### src/rtl/math_addsub_accum.sv
// Packet accumulator around an N-bit ripple add/sub datapath.
// Presents the running total with carry and sticky overflow flags at packet end.
module math_addsub_accum #(
    parameter int N     = 8,
    parameter int CNT_W = 8
) (
    input  logic             i_clk,
    input  logic             i_rst_n,
    input  logic             i_clear,
    input  logic             i_valid,
    output logic             o_ready,
    input  logic [N-1:0]     i_data,
    input  logic             i_sub,
    input  logic             i_last,
    output logic             o_valid,
    input  logic             i_ready,
    output logic [N-1:0]     o_result,
    output logic             o_carry,
    output logic             o_ovf_u,
    output logic             o_ovf_s,
    output logic [CNT_W-1:0] o_count
);

    typedef enum logic [1:0] {
        S_IDLE  = 2'd0,
        S_ACCUM = 2'd1,
        S_DONE  = 2'd2
    } state_t;

    localparam logic [CNT_W-1:0] CNT_MAX = {CNT_W{1'b1}};

    state_t           state_q, state_d;
    logic [N-1:0]     acc_q, acc_d;
    logic             carry_q, carry_d;
    logic             ovf_u_q, ovf_u_d;
    logic             ovf_s_q, ovf_s_d;
    logic [CNT_W-1:0] cnt_q, cnt_d;
    logic             valid_q, valid_d;
    logic             ready_q, ready_d;

    logic [N-1:0]     acc_base;
    logic             ovf_u_base;
    logic             ovf_s_base;
    logic [CNT_W-1:0] cnt_base;
    logic [N-1:0]     b_x;
    logic [N:0]       sum;
    logic             beat;

    // Add/sub datapath; a packet's first beat starts from a zero accumulator
    always_comb begin
        acc_base   = (state_q == S_IDLE) ? '0 : acc_q;
        ovf_u_base = (state_q == S_IDLE) ? 1'b0 : ovf_u_q;
        ovf_s_base = (state_q == S_IDLE) ? 1'b0 : ovf_s_q;
        cnt_base   = (state_q == S_IDLE) ? '0 : cnt_q;
        b_x        = i_data ^ {N{i_sub}};
        sum        = {1'b0, acc_base} + {1'b0, b_x} + (N+1)'(i_sub);
        beat       = i_valid && ready_q;
    end

    // Next-state and next-output logic; clear overrides beats and result accepts
    always_comb begin
        state_d = state_q;
        acc_d   = acc_q;
        carry_d = carry_q;
        ovf_u_d = ovf_u_q;
        ovf_s_d = ovf_s_q;
        cnt_d   = cnt_q;
        valid_d = valid_q;
        ready_d = ready_q;
        if (i_clear) begin
            state_d = S_IDLE;
            acc_d   = '0;
            carry_d = 1'b0;
            ovf_u_d = 1'b0;
            ovf_s_d = 1'b0;
            cnt_d   = '0;
            valid_d = 1'b0;
            ready_d = 1'b1;
        end else begin
            unique case (state_q)
                S_IDLE, S_ACCUM: begin
                    if (beat) begin
                        acc_d   = sum[N-1:0];
                        carry_d = sum[N];
                        ovf_u_d = ovf_u_base | (i_sub ? ~sum[N] : sum[N]);
                        ovf_s_d = ovf_s_base
                                | ((acc_base[N-1] == b_x[N-1])
                                && (sum[N-1] != acc_base[N-1]));
                        cnt_d   = (cnt_base == CNT_MAX) ? CNT_MAX
                                : cnt_base + CNT_W'(1);
                        state_d = i_last ? S_DONE : S_ACCUM;
                        valid_d = i_last;
                        ready_d = ~i_last;
                    end
                end
                S_DONE: begin
                    if (i_ready) begin
                        state_d = S_IDLE;
                        acc_d   = '0;
                        carry_d = 1'b0;
                        ovf_u_d = 1'b0;
                        ovf_s_d = 1'b0;
                        cnt_d   = '0;
                        valid_d = 1'b0;
                        ready_d = 1'b1;
                    end
                end
                default: begin
                    state_d = S_IDLE;
                    acc_d   = '0;
                    carry_d = 1'b0;
                    ovf_u_d = 1'b0;
                    ovf_s_d = 1'b0;
                    cnt_d   = '0;
                    valid_d = 1'b0;
                    ready_d = 1'b1;
                end
            endcase
        end
    end

    // State and registered outputs
    always_ff @(posedge i_clk or negedge i_rst_n) begin
        if (!i_rst_n) begin
            state_q <= S_IDLE;
            acc_q   <= '0;
            carry_q <= 1'b0;
            ovf_u_q <= 1'b0;
            ovf_s_q <= 1'b0;
            cnt_q   <= '0;
            valid_q <= 1'b0;
            ready_q <= 1'b1;
        end else begin
            state_q <= state_d;
            acc_q   <= acc_d;
            carry_q <= carry_d;
            ovf_u_q <= ovf_u_d;
            ovf_s_q <= ovf_s_d;
            cnt_q   <= cnt_d;
            valid_q <= valid_d;
            ready_q <= ready_d;
        end
    end

    assign o_ready  = ready_q;
    assign o_valid  = valid_q;
    assign o_result = acc_q;
    assign o_carry  = carry_q;
    assign o_ovf_u  = ovf_u_q;
    assign o_ovf_s  = ovf_s_q;
    assign o_count  = cnt_q;

endmodule

### config.mk
export PLATFORM = sky130hd
export DESIGN_NAME = math_addsub_accum
export DESIGN_NICKNAME = d
export VERILOG_FILES = /design/src/rtl/math_addsub_accum.sv
export SDC_FILE = /design/constraint.sdc
export NUM_CORES = 1
export LEC_CHECK = 0
export ABC_AREA = 1
export CAP_MARGIN = 10
export CORE_AREA = 5 5 101 56
export CTS_CLUSTER_SIZE = 40
export DETAILED_ROUTE_END_ITERATION = 7
export DIE_AREA = 0 0 106 61
export GPL_TIMING_DRIVEN = 0
export SYNTH_ARGS = -nofsm -noshare
export SYNTH_HDL_FRONTEND = slang
export SYNTH_SLANG_ARGS = --single-unit
export TNS_END_PERCENT = 5
### constraint.sdc
create_clock -name i_clk -period 2.4 [get_ports i_clk]
set_input_delay 0.24 -clock i_clk [delete_from_list [all_inputs] [get_ports i_clk]]
set_output_delay 0.24 -clock i_clk [all_outputs]
set_load 0.01 [all_outputs]
==> impl_metrics.tcl <==
set metrics [dict create \
    grt_overflow 0 \
    worst_slack_ns 0.163 \
    seq_area_um2 553 \
    tightest_slew_ns 1.05 \
    cp_cell_sequence "nor2_4, buf_4, nor2_1, inv_1, fa_1, o21ai_2, nand2_1, a31oi_1, a21oi_1, o21ai_0, nand2_1" \
    post-route-period-util_pct 93.2 \
    cts_num_sinks 22 \
    avgSynthCellArea_um2 7.39 \
    setup-violations-final 0 \
    leakage_nw 0.951 \
    final_cell_mix "nand2_1, clkdlybuf4s50_1, inv_1" \
    synth_top_family_by_area "simple AND/OR/NAND/NOR gates" \
    powerDensity_mw_per_mm2 548 \
    critical-path-top-delay-family "compound AO/OA/AOI/OAI gates" \
    core_mm2 0.00468 \
    reg2reg_setup_slack_ns 0.16 \
    clk_latency_ns 0.26 \
    dr.pass1.iters 4 \
    tritoncts "built" \
    place_congestion 0.847 \
    cp.required_ns 2.55 \
    vdd_drop_max_mv 0.216 \
    antenna_found_initial 0 \
    hold_path_class "primary input to register" \
    hold_slack_ns 0.422 \
    synth_cells 211 \
    end_kind "register" \
    synthesis.nets 235 \
    min-delay-start "i_sub" \
    crit_slowest_cell "fa_1" \
    synth_seq_cells 22 \
    grt_usage_pct 13.6 \
    cp-startpoint "state_q[1]" \
    clockBufferDepth 2 \
    wl_mm 4.10 \
    hold_end "o_ovf_u" \
    fin_skew_ns 0.00239 \
    r2r_cells 11 \
    regToRegStartpoint "state_q[1]" \
    postLayoutCellArea_mm2 0.00205 \
    max_cap_viol_count 0 \
    hold_violations 0 \
    die-area_mm2 0.00647 \
    ys_seq_area_share_pct 35.4 \
    synth-compound-area-share_pct 16.4 \
    area_delta_synth_final_pct 31.3 \
    post_drt_wl_per_cell_um 13.2 \
    placed_cell_area_mm2 0.00198 \
    numCtsBuffers 3 \
    synth_cell_type_count 33 \
    multiInputGateArea_um2 843 \
    max-slew-margin-rel_pct 29.5 \
    max_clock_freq_mhz 447 \
    layout.cells.most_common "nand2_1" \
    synthAdderAreaFrac_pct 7.70 \
    rsz0062_at_grt "true" \
    ctsHtreeMaxLevel 1 \
    ys.warnings.count 0 \
    die_h_um 61 \
    final_nets 276 \
    final_util_pct 43.7 \
    cpMostUsedCell "nand2_1" \
    io_pins 36 \
    hpwlAfterDp_mm 3.26 \
    whs_path_depth 4 \
    slew_viol_final 0 \
    clk_pin_slew_ns 0.08 \
    synth_xor_area_share_pct 5.05 \
    finalSetupTns_ns 0 \
    cts_hold_buffers 0 \
    grt_first_pass_wirelength_mm 6.69 \
    clockRootBuffer "clkbuf_8" \
    drtAntennaViolNets 0 \
    cpPeakStageDelay_ns 0.48 \
    grt_max_degree 23 \
    die_x_um 106 \
    worstPathMaxFanout 10 \
    vias_per_cell 4.61 \
    fin_crit_ns 2.24 \
    drive_gt1_share_pct 9.96 \
    start_util_pct 33.3 \
    std_cell_rows 18 \
    synthSimpleGateAreaFrac_pct 24.3 \
    drt_iter0_drc 46 \
    r2r_end "o_result[6]" \
    synth.area.mux_share_pct 0 \
    worst-path-buf-inv 2 \
    synth_area_mm2 0.00156 \
    num_vias 1433 \
    status "complete, no violations" \
    antennaDiodeCount 0 \
    arrival_ns 2.39 \
    io_buffers 34 \
    fill_cells 489 \
    setup.worst_path.start_class "register" \
    path_class "register to register" \
    pre_cts_ws_ns -0.224 \
    first_global_vias 1336 \
    drc 0 \
]
-- through the flow --
step	power (mW)	cells
after floorplan	0.690	211
after global placement	0.867	305
after detailed placement	0.873	305
after CTS	1.13	309
after global routing	1.21	311
final	1.12	311
-- report_power, final --
group	total, mW	switching, mW	internal (mW)
Sequential	0.446	0.0321	0.414
Combinational	0.434	0.241	0.193
Clock	0.243	0.124	0.119
Total	1.12	0.397	0.726
-- worst max-delay path by stage --
| stage | endpoint | slack, ns | depth (start not counted) |
|---|---|---|---|
| 2_1_floorplan | o_result[6] | 0.22 | 11 |
| 3_3_place_gp | o_result[6] | -0.19 | 12 |
| 3_5_place_dp | o_result[6] | -0.22 | 12 |
| 4_1_cts | o_result[6] | 0.02 | 11 |
| 5_1_grt | o_result[6] | -0.02 | 11 |
| 6_report | o_result[6] | 0.16 | 11 |
-- metal layers --
| metal | part of all wire [%] | global-route usage (%) | wire length [um] | vias to the layer above |
|---|---|---|---|---|
| met2 | 36 | 18.2 | 1490 | 39 |
| li1 | - | - | - | 763 |
| met5 | 0 | 0 | 0 | - |
| met1 | 57 | 21.3 | 2320 | 629 |
| met3 | 6.8 | 4.46 | 279 | 2 |
| met4 | 0.24 | 1.66 | 10 | 0 |
-- sequential cells by signal, summed over array words and instances (netlist names) --
signal and flops:
o_ovf_u 1, o_result 8, state_q 2, o_ready 1
o_count 8, o_carry 1, o_ovf_s 1
-- worst register-to-register path: stages, from the launching register on --
cell and delay, ns:
dfrtp_2 0.44, nor2_4 0.07, buf_4 0.18, nor2_1 0.15
inv_1 0.09, fa_1 0.48, o21ai_2 0.19, nand2_1 0.11
a31oi_1 0.19, a21oi_1 0.09, o21ai_0 0.08, nand2_1 0.07
-- cells by family after synthesis --
logic type,Yosys count
adders and majority gates,9
xor gates and xnor gates,9
DFF,22
buffers and inverters,42
AOI/OAI and AO/OA,46
and+or+nand+nor,83
-- final cells by class --
| type | instances | area share, % |
|---|---|---|
| inverter | 38 | 7.09 |
| sequential | 22 | 27.0 |
| tap | 60 | 3.67 |
| timing repair buffer | 36 | 17.3 |
| multi-input combinational | 147 | 41.2 |
| clock buffer | 4 | 2.20 |
| buffer | 4 | 1.53 |
-- cells in the mapped netlist --
library cell / count / area [um2]
a21oi_1: 9 / 45.0
a22o_1: 1 / 8.76
a21o_1: 1 / 7.51
or2_1: 1 / 6.26
o22ai_1: 6 / 37.5
nand2_2: 1 / 6.26
xnor2_1: 2 / 17.5
buf_6: 1 / 11.3
a21boi_0: 1 / 7.51
ha_1: 8 / 100
o211ai_1: 1 / 7.51
nand3_2: 2 / 20.0
nor3_1: 2 / 10.0
buf_4: 1 / 7.51
fa_1: 1 / 20.0
nand3_1: 12 / 60.1
inv_1: 33 / 124
nand3_4: 1 / 17.5
xor2_1: 7 / 61.3
o21a_1: 1 / 7.51
nor2_2: 2 / 12.5
inv_2: 4 / 15.0
nor2_4: 1 / 11.3
o21ai_1: 8 / 40.0
inv_4: 1 / 6.26
dfstp_2: 1 / 26.3
buf_2: 2 / 10.0
dfrtp_1: 21 / 526
nor3_2: 1 / 10.0
a31oi_1: 4 / 25.0
nand2_1: 45 / 169
o21ai_0: 14 / 70.1
nor2_1: 15 / 56.3
-- what timing repair did --
| action | CTS | global route |
|---|---|---|
| resized for setup | 3 | 3 |
| setup buffers | 0 | 2 |
| setup endpoints to repair | 4 | 6 |
| pin swaps | 0 | 2 |
Note: power is estimated with default switching activity, not from simulation.
